`config.mk`:
```
export PLATFORM = sky130hd
export DESIGN_NAME = snowman_sprite_gen_flat
export DESIGN_NICKNAME = d
export VERILOG_FILES = /design/src/rtl/snowman_sprite_gen_if.sv /design/src/rtl/snowman_sprite_gen.sv /design/src/flat_wrapper.sv
export SDC_FILE = /design/constraint.sdc
export NUM_CORES = 1
export LEC_CHECK = 0
export ABC_CLOCK_PERIOD_IN_PS = 17700
export CORE_MARGIN = 5
export CORE_UTILIZATION = 30
export CTS_BUF_LIST = sky130_fd_sc_hd__clkbuf_2 sky130_fd_sc_hd__clkbuf_4 sky130_fd_sc_hd__clkbuf_8
export DETAILED_ROUTE_END_ITERATION = 7
export SYNTH_ARGS = -nofsm -noshare
export SYNTH_HDL_FRONTEND = slang
export SYNTH_SLANG_ARGS = --single-unit
export TNS_END_PERCENT = 1
```
`constraint.sdc`:
```
create_clock -name clk -period 17.7 [get_ports clk]
set_clock_uncertainty 0.1 [all_clocks]
set_input_delay 4.425 -clock clk [delete_from_list [all_inputs] [get_ports clk]]
set_output_delay 4.425 -clock clk [all_outputs]
set_load 0.01 [all_outputs]
```
`src/rtl/snowman_sprite_gen_if.sv`:
```
// rtl/snowman_sprite_gen_if.sv - raster-in / pixel-out bundle for snowman_sprite_gen
//
// Purpose: groups the raster timing inputs and the pixel/frame outputs of the
//          snowman sprite generator.
// Signals:
//   h_cnt[9:0]       horizontal raster counter, 0..799
//   v_cnt[9:0]       vertical raster counter, 0..524
//   visible          active-video flag aligned with h_cnt/v_cnt
//   vsync            active-low vertical sync
//   pause            freezes the animation while high
//   image_data[11:0] RGB444 {r,g,b}, registered
//   frame_cnt[7:0]   frames since reset, wraps
// Modports: master = raster source / pixel sink, slave = generator.

interface snowman_sprite_gen_if;
   logic [9:0]  h_cnt;
   logic [9:0]  v_cnt;
   logic        visible;
   logic        vsync;
   logic        pause;
   logic [11:0] image_data;
   logic [7:0]  frame_cnt;

   modport master (
      output h_cnt, v_cnt, visible, vsync, pause,
      input  image_data, frame_cnt
   );

   modport slave (
      input  h_cnt, v_cnt, visible, vsync, pause,
      output image_data, frame_cnt
   );
endinterface

```
`src/rtl/snowman_sprite_gen.sv`:
```
// rtl/snowman_sprite_gen.sv - three-ball snowman pixel source for the VGA path
//
// Purpose: renders a snowman on a sky/snow background on a 320x240 grid
//          (2x2 screen pixels per grid pixel) through a 3-stage pipeline, and
//          counts frames on the vsync falling edge.
// Ports:
//   clk   25 MHz pixel clock
//   rst   asynchronous active-low reset
//   bus   snowman_sprite_gen_if.slave (h_cnt, v_cnt, visible, vsync, pause in;
//         image_data, frame_cnt out)
// Optional feature: define SNOWMAN_BOUNCE_EN to compile in the bounce
//   animation FSM; otherwise the anchor is fixed at (160,150) and pause is
//   ignored.

module snowman_sprite_gen #(
   parameter int          STEP_X       = 2,
   parameter int          STEP_Y       = 1,
   parameter logic [11:0] BG_COLOR     = 12'h237,
   parameter logic [11:0] GROUND_COLOR = 12'hDDF,
   parameter logic [11:0] SNOW_COLOR   = 12'hFFF,
   parameter logic [11:0] NOSE_COLOR   = 12'hF80
) (
   input  logic                 clk,
   input  logic                 rst,
   snowman_sprite_gen_if.slave  bus
);

   // Squared distance of a signed offset pair. |a|,|b| < 320 keeps each square
   // below 2^17 and the sum below 2^18, so 18-bit arithmetic is exact.
   function automatic logic [17:0] dist2(input logic signed [10:0] a,
                                         input logic signed [10:0] b);
      logic signed [17:0] ax;
      logic signed [17:0] bx;
      ax = {{7{a[10]}}, a};
      bx = {{7{b[10]}}, b};
      return ax * ax + bx * bx;
   endfunction

   logic [8:0] px;
   logic [8:0] py;

   // ---------------- frame tick ----------------
   logic       vsync_d;
   logic       tick;
   logic [7:0] frame_cnt_r;

   assign tick = vsync_d & ~bus.vsync;

   always_ff @(posedge clk or negedge rst) begin
      if (!rst) begin
         vsync_d     <= 1'b1;
         frame_cnt_r <= 8'd0;
      end else begin
         vsync_d <= bus.vsync;
         if (tick) frame_cnt_r <= frame_cnt_r + 8'd1;
      end
   end

   assign bus.frame_cnt = frame_cnt_r;

`ifdef SNOWMAN_BOUNCE_EN
   // ---------------- animation FSM ----------------
   typedef enum logic [1:0] {ST_WAIT, ST_MOVE_X, ST_MOVE_Y} state_t;

   localparam logic signed [10:0] SX = 11'(STEP_X);
   localparam logic signed [10:0] SY = 11'(STEP_Y);

   state_t            state, state_n;
   logic              dir_x, dir_x_n;   // 0 = right, 1 = left
   logic              dir_y, dir_y_n;   // 0 = down,  1 = up
   logic [8:0]        px_n, py_n;
   logic signed [10:0] nx, ny;

   always_ff @(posedge clk or negedge rst) begin
      if (!rst) begin
         state <= ST_WAIT;
         px    <= 9'd160;
         py    <= 9'd150;
         dir_x <= 1'b0;
         dir_y <= 1'b0;
      end else begin
         state <= state_n;
         px    <= px_n;
         py    <= py_n;
         dir_x <= dir_x_n;
         dir_y <= dir_y_n;
      end
   end

   always_comb begin
      state_n = state;
      px_n    = px;
      py_n    = py;
      dir_x_n = dir_x;
      dir_y_n = dir_y;
      // Widened signed candidates so a step below zero stays negative.
      nx = dir_x ? $signed({2'b00, px}) - SX : $signed({2'b00, px}) + SX;
      ny = dir_y ? $signed({2'b00, py}) - SY : $signed({2'b00, py}) + SY;
      case (state)
         ST_WAIT: begin
            if (tick && !bus.pause) state_n = ST_MOVE_X;
         end
         ST_MOVE_X: begin
            if (nx > 11'sd295) begin
               px_n    = 9'd295;
               dir_x_n = 1'b1;
            end else if (nx < 11'sd24) begin
               px_n    = 9'd24;
               dir_x_n = 1'b0;
            end else begin
               px_n = nx[8:0];
            end
            state_n = ST_MOVE_Y;
         end
         ST_MOVE_Y: begin
            if (ny > 11'sd195) begin
               py_n    = 9'd195;
               dir_y_n = 1'b1;
            end else if (ny < 11'sd72) begin
               py_n    = 9'd72;
               dir_y_n = 1'b0;
            end else begin
               py_n = ny[8:0];
            end
            state_n = ST_WAIT;
         end
         default: state_n = ST_WAIT;
      endcase
   end

   logic unused_bits;
   assign unused_bits = ^{bus.h_cnt[0], bus.v_cnt[0]};
`else
   assign px = 9'd160;
   assign py = 9'd150;

   logic unused_bits;
   assign unused_bits = ^{bus.h_cnt[0], bus.v_cnt[0], bus.pause};
`endif

   // ---------------- S1: grid coordinates ----------------
   logic [8:0] s1_x;
   logic [8:0] s1_y;
   logic       s1_vis;

   always_ff @(posedge clk or negedge rst) begin
      if (!rst) begin
         s1_x   <= 9'd0;
         s1_y   <= 9'd0;
         s1_vis <= 1'b0;
      end else begin
         s1_x   <= bus.h_cnt[9:1];
         s1_y   <= bus.v_cnt[9:1];
         s1_vis <= bus.visible;
      end
   end

   // ---------------- S2: distances and flags ----------------
   logic signed [10:0] dx, dy_bot, dy_mid, dy_head;
   logic [17:0]        s2_d_bot, s2_d_mid, s2_d_head;
   logic               s2_nose, s2_ground, s2_vis;

   // All three balls share px, so one dx serves them all; the ball centres
   // sit 38 and 62 rows above the anchor.
   assign dx      = $signed({2'b00, s1_x}) - $signed({2'b00, px});
   assign dy_bot  = $signed({2'b00, s1_y}) - $signed({2'b00, py});
   assign dy_mid  = dy_bot + 11'sd38;
   assign dy_head = dy_bot + 11'sd62;

   always_ff @(posedge clk or negedge rst) begin
      if (!rst) begin
         s2_d_bot  <= 18'd0;
         s2_d_mid  <= 18'd0;
         s2_d_head <= 18'd0;
         s2_nose   <= 1'b0;
         s2_ground <= 1'b0;
         s2_vis    <= 1'b0;
      end else begin
         s2_d_bot  <= dist2(dx, dy_bot);
         s2_d_mid  <= dist2(dx, dy_mid);
         s2_d_head <= dist2(dx, dy_head);
         s2_nose   <= (dy_head == 11'sd0) && (dx >= 11'sd1) && (dx <= 11'sd6);
         s2_ground <= (s1_y >= 9'd220);
         s2_vis    <= s1_vis;
      end
   end

   // ---------------- S3: compare and colour mux ----------------
   logic        ball_hit;
   logic [11:0] pix;
   logic [11:0] image_data_r;

   assign ball_hit = (s2_d_bot  <= 18'd576) ||
                     (s2_d_mid  <= 18'd256) ||
                     (s2_d_head <= 18'd100);

   always_comb begin
      pix = BG_COLOR;
      if (!s2_vis)        pix = 12'h000;
      else if (s2_nose)   pix = NOSE_COLOR;
      else if (ball_hit)  pix = SNOW_COLOR;
      else if (s2_ground) pix = GROUND_COLOR;
   end

   always_ff @(posedge clk or negedge rst) begin
      if (!rst) image_data_r <= 12'h000;
      else      image_data_r <= pix;
   end

   assign bus.image_data = image_data_r;

endmodule

```
`src/flat_wrapper.sv`:
```
// flat-port wrapper written by rule: the top's interface ports become plain ports
module snowman_sprite_gen_flat 
#(
   parameter int          STEP_X       = 2,
   parameter int          STEP_Y       = 1,
   parameter logic [11:0] BG_COLOR     = 12'h237,
   parameter logic [11:0] GROUND_COLOR = 12'hDDF,
   parameter logic [11:0] SNOW_COLOR   = 12'hFFF,
   parameter logic [11:0] NOSE_COLOR   = 12'hF80
)
  (clk, rst, bus_h_cnt, bus_v_cnt, bus_visible, bus_vsync, bus_pause, bus_image_data, bus_frame_cnt);
  snowman_sprite_gen_if bus_i ();
  input  logic clk;
  input  logic rst;
  input wire logic [$bits(bus_i.h_cnt)-1:0] bus_h_cnt;
  input wire logic [$bits(bus_i.v_cnt)-1:0] bus_v_cnt;
  input wire logic [$bits(bus_i.visible)-1:0] bus_visible;
  input wire logic [$bits(bus_i.vsync)-1:0] bus_vsync;
  input wire logic [$bits(bus_i.pause)-1:0] bus_pause;
  output wire logic [$bits(bus_i.image_data)-1:0] bus_image_data;
  output wire logic [$bits(bus_i.frame_cnt)-1:0] bus_frame_cnt;
  assign bus_i.h_cnt = bus_h_cnt;
  assign bus_i.v_cnt = bus_v_cnt;
  assign bus_i.visible = bus_visible;
  assign bus_i.vsync = bus_vsync;
  assign bus_i.pause = bus_pause;
  assign bus_image_data = bus_i.image_data;
  assign bus_frame_cnt = bus_i.frame_cnt;
  snowman_sprite_gen #(.STEP_X(STEP_X), .STEP_Y(STEP_Y), .BG_COLOR(BG_COLOR), .GROUND_COLOR(GROUND_COLOR), .SNOW_COLOR(SNOW_COLOR), .NOSE_COLOR(NOSE_COLOR)) u_core (.clk(clk), .rst(rst), .bus(bus_i));
endmodule
```
==> flow_metrics.env <==
export IMPL_seq_area_frac_synth=0.120
export IMPL_setup_violations=0
export IMPL_cts_buffers=9
export IMPL_ys_top_cells_by_area="fa_1 (39%), ha_1 (14%), dfrtp_1 (12%)"
export IMPL_port_buffers=41
export IMPL_ant_nets=0
export IMPL_drc=0
export IMPL_crit_type="reg -> reg"
export IMPL_nets=2446
export IMPL_io_pins=45
export IMPL_cpPeakStageDelay_ns=0.58
export IMPL_hp_class="reg -> reg"
export IMPL_endpoint_kind="register"
export IMPL_slew_headroom=0.165
export IMPL_grt_usage=0.129
export IMPL_ys_types=64
export IMPL_synth_cell_area_um2=17700
export IMPL_maxCapViolations=0
export IMPL_grt_setup_unrepaired="no"
export IMPL_worstMarginPinSlew_ns=1.22
export IMPL_crit_slowest_cell="dfrtp_1"
export IMPL_yosys_top_cells_count="inv_1 (551), fa_1 (341), ha_1 (193)"
export IMPL_cts_tree="done"
export IMPL_n_antenna_cell=0
export IMPL_grt_remaining_overflow=0
export IMPL_clkLatencyLatePin_ns=0.45
export IMPL_via_per_inst=4.42
export IMPL_area_growth_pct=8.54
export IMPL_cts_buffer_depth=2
export IMPL_grt_pass1_wl_mm=67.1
export IMPL_cts_setup_buffers=0
export IMPL_netlist_instances=1858
export IMPL_grt_pass1_vias=13337
export IMPL_fp_dieArea_um2=64000
export IMPL_initial_core_util=0.301
export IMPL_final_setup_tns_ns=0
export IMPL_setup_ws_ns=6.84
export IMPL_finalCriticalPeriod_ns=10.86
export IMPL_syn_area_per_cell_um2=9.54
export IMPL_fin_hold_ws_ns=0.268
export IMPL_place_ws_ns=6.92
export IMPL_cp_start_kind="register"
export IMPL_arrival_ns=11.13
export IMPL_cp_max_fo=8
export IMPL_drt_iter0_markers=540
export IMPL_path_clk_slew_ns=0.11
export IMPL_required_ns=17.97
export IMPL_ys_ff_latch=85
export IMPL_core_area_um2=58800
export IMPL_synth_top_area_frac=0.385
export IMPL_met1_usage=0.173
export IMPL_synth_edf_count=0
export IMPL_dp_final_hpwl_mm=32.8
export IMPL_grt_max_degree=53
export IMPL_gr_usage_met3=0.0168
export IMPL_post_route_util=0.327
export IMPL_synthArstFlopShare=1.00
export IMPL_antenna_found_initial=1
export IMPL_drt_wl_total_mm=38.6
export IMPL_ys_warn_count=0
export IMPL_hold_viol_final=0
export IMPL_yosysMostFrequentCell="inv_1"
export IMPL_synthFlopType="dfrtp_1"
export IMPL_maxSlewViolCount=0
export IMPL_use_met2=0.222
export IMPL_vias=11788
export IMPL_status="completed"
export IMPL_fin_crit_sh=0.614
export IMPL_clock_sinks=85
export IMPL_postCtsHoldBufs=0
export IMPL_root_buffer="clkbuf_8"
export IMPL_die_h_um=253
export IMPL_drt_pass1_iter_count=4
export IMPL_grt_busiest_layer="met2"
export IMPL_die_w_um=253
export IMPL_synth_top_cell_by_area="fa_1"
export IMPL_max_freq_mhz=92.1
export IMPL_place_gp_congestion=0.846
export IMPL_cts_resized=0
export IMPL_htree_levels=3
export IMPL_drive_above_1_share=0.0296
export IMPL_rows=89
export IMPL_routedWlPerCell_um=14.5
export IMPL_synth_nets=2417
layout by cell type (no fill, tap or decap), types with 4 or more instances in the layout:
| master | n |
|---|---|
| a21o_1 | 23 |
| a21oi_1 | 35 |
| a31oi_1 | 5 |
| and2_1 | 41 |
| buf_4 | 15 |
| clkbuf_8 | 9 |
| clkdlybuf4s50_1 | 40 |
| clkinv_1 | 4 |
| dfrtp_1 | 84 |
| fa_1 | 341 |
| ha_1 | 193 |
| inv_1 | 551 |
| inv_2 | 4 |
| mux2i_1 | 6 |
| nand2_1 | 116 |
| nand2b_1 | 26 |
| nand3_1 | 4 |
| nor2_1 | 98 |
| nor2b_1 | 21 |
| nor3_1 | 10 |
| nor4_1 | 10 |
| o21a_1 | 8 |
| o21ai_0 | 28 |
| o21bai_1 | 5 |
| o31ai_1 | 6 |
| o41ai_1 | 6 |
| xnor2_1 | 103 |
| xor2_1 | 32 |
flip-flops by register name, indices dropped and copies added (netlist names), 5 cells and up:
| signal | count |
|---|---|
| u_core.s2_d_bot | 18 |
| u_core.s2_d_mid | 16 |
| u_core.s2_d_head | 15 |
| u_core.s1_x | 9 |
| u_core.s1_y | 9 |
| u_core.bus.frame_cnt | 8 |
| u_core.bus.image_data | 5 |
worst max-delay path, delay by kind of cell, from the launching register on:
| kind | cells | cell delay [ns] |
|---|---|---|
| XOR/XNOR | 3 | 0.95 |
| buffers and inverters | 10 | 1.33 |
| adder cells (fa/ha/maj) | 13 | 5.79 |
| AO/OA/AOI/OAI | 7 | 1.42 |
| AND/OR/NAND/NOR | 5 | 0.58 |
| flip-flops | 1 | 0.58 |
kinds of logic (layout without fill, tap and decap cells):
kind of cell    Yosys count  after routing  synth area share
buf+inv                 599            633             0.129
fa+ha+maj               534            534             0.522
simple gates            344            344            0.0924
compound gates          145            145            0.0548
xor+xnor                143            143            0.0770
flops                    85             85             0.120
mux                       8              8           0.00466
per-stage QoR:
stage | std cells | area, µm²
5_1_grt | 2665 | 19200
2_1_floorplan | 1858 | 17700
4_1_cts | 2665 | 19200
6_report | 2665 | 19200
3_5_place_dp | 2649 | 19000
3_3_place_gp | 2649 | 19000
routing by layer:
layer / up-vias / part of all wire
met1: 6000 / 0.45
met4: 0 / 0.021
li1: 5538 / -
met3: 53 / 0.037
met2: 197 / 0.49
met5: - / 0
worst paths after layout:
| check | from | endpoint | slack [ns] | depth (start not counted) |
|---|---|---|---|---|
| max | u_core.s1_x[5]$_DFF_PN0_ | u_core.s2_d_mid[17]$_DFF_PN0_ | 6.84 | 38 |
| min | u_core.s1_vis$_DFF_PN0_ | u_core.s2_vis$_DFF_PN0_ | 0.27 | 0 |
| max reg2reg | u_core.s1_x[5]$_DFF_PN0_ | u_core.s2_d_mid[17]$_DFF_PN0_ | 6.84 | 38 |
| min reg2reg | u_core.s1_vis$_DFF_PN0_ | u_core.s2_vis$_DFF_PN0_ | 0.27 | 0 |
| max in group asynchronous | rst | u_core.s2_d_bot[12]$_DFF_PN0_ | 12.65 | 2 |
| min in group asynchronous | rst | u_core.s2_d_head[12]$_DFF_PN0_ | 3.83 | 1 |
area by class of cell:
cell class	count	area [µm²]
Tap cell	773	967
Timing Repair Buffer	55	513
Inverter	562	2120
Clock inverter	7	81.3
Multi-Input combinational cell	1174	13300
Sequential cell	85	2130
Clock buffer	9	124
Fill cell	6114	39600
Power is not shown: default switching activity piles up to over one toggle a cycle in this logic, so the estimate is an artifact.
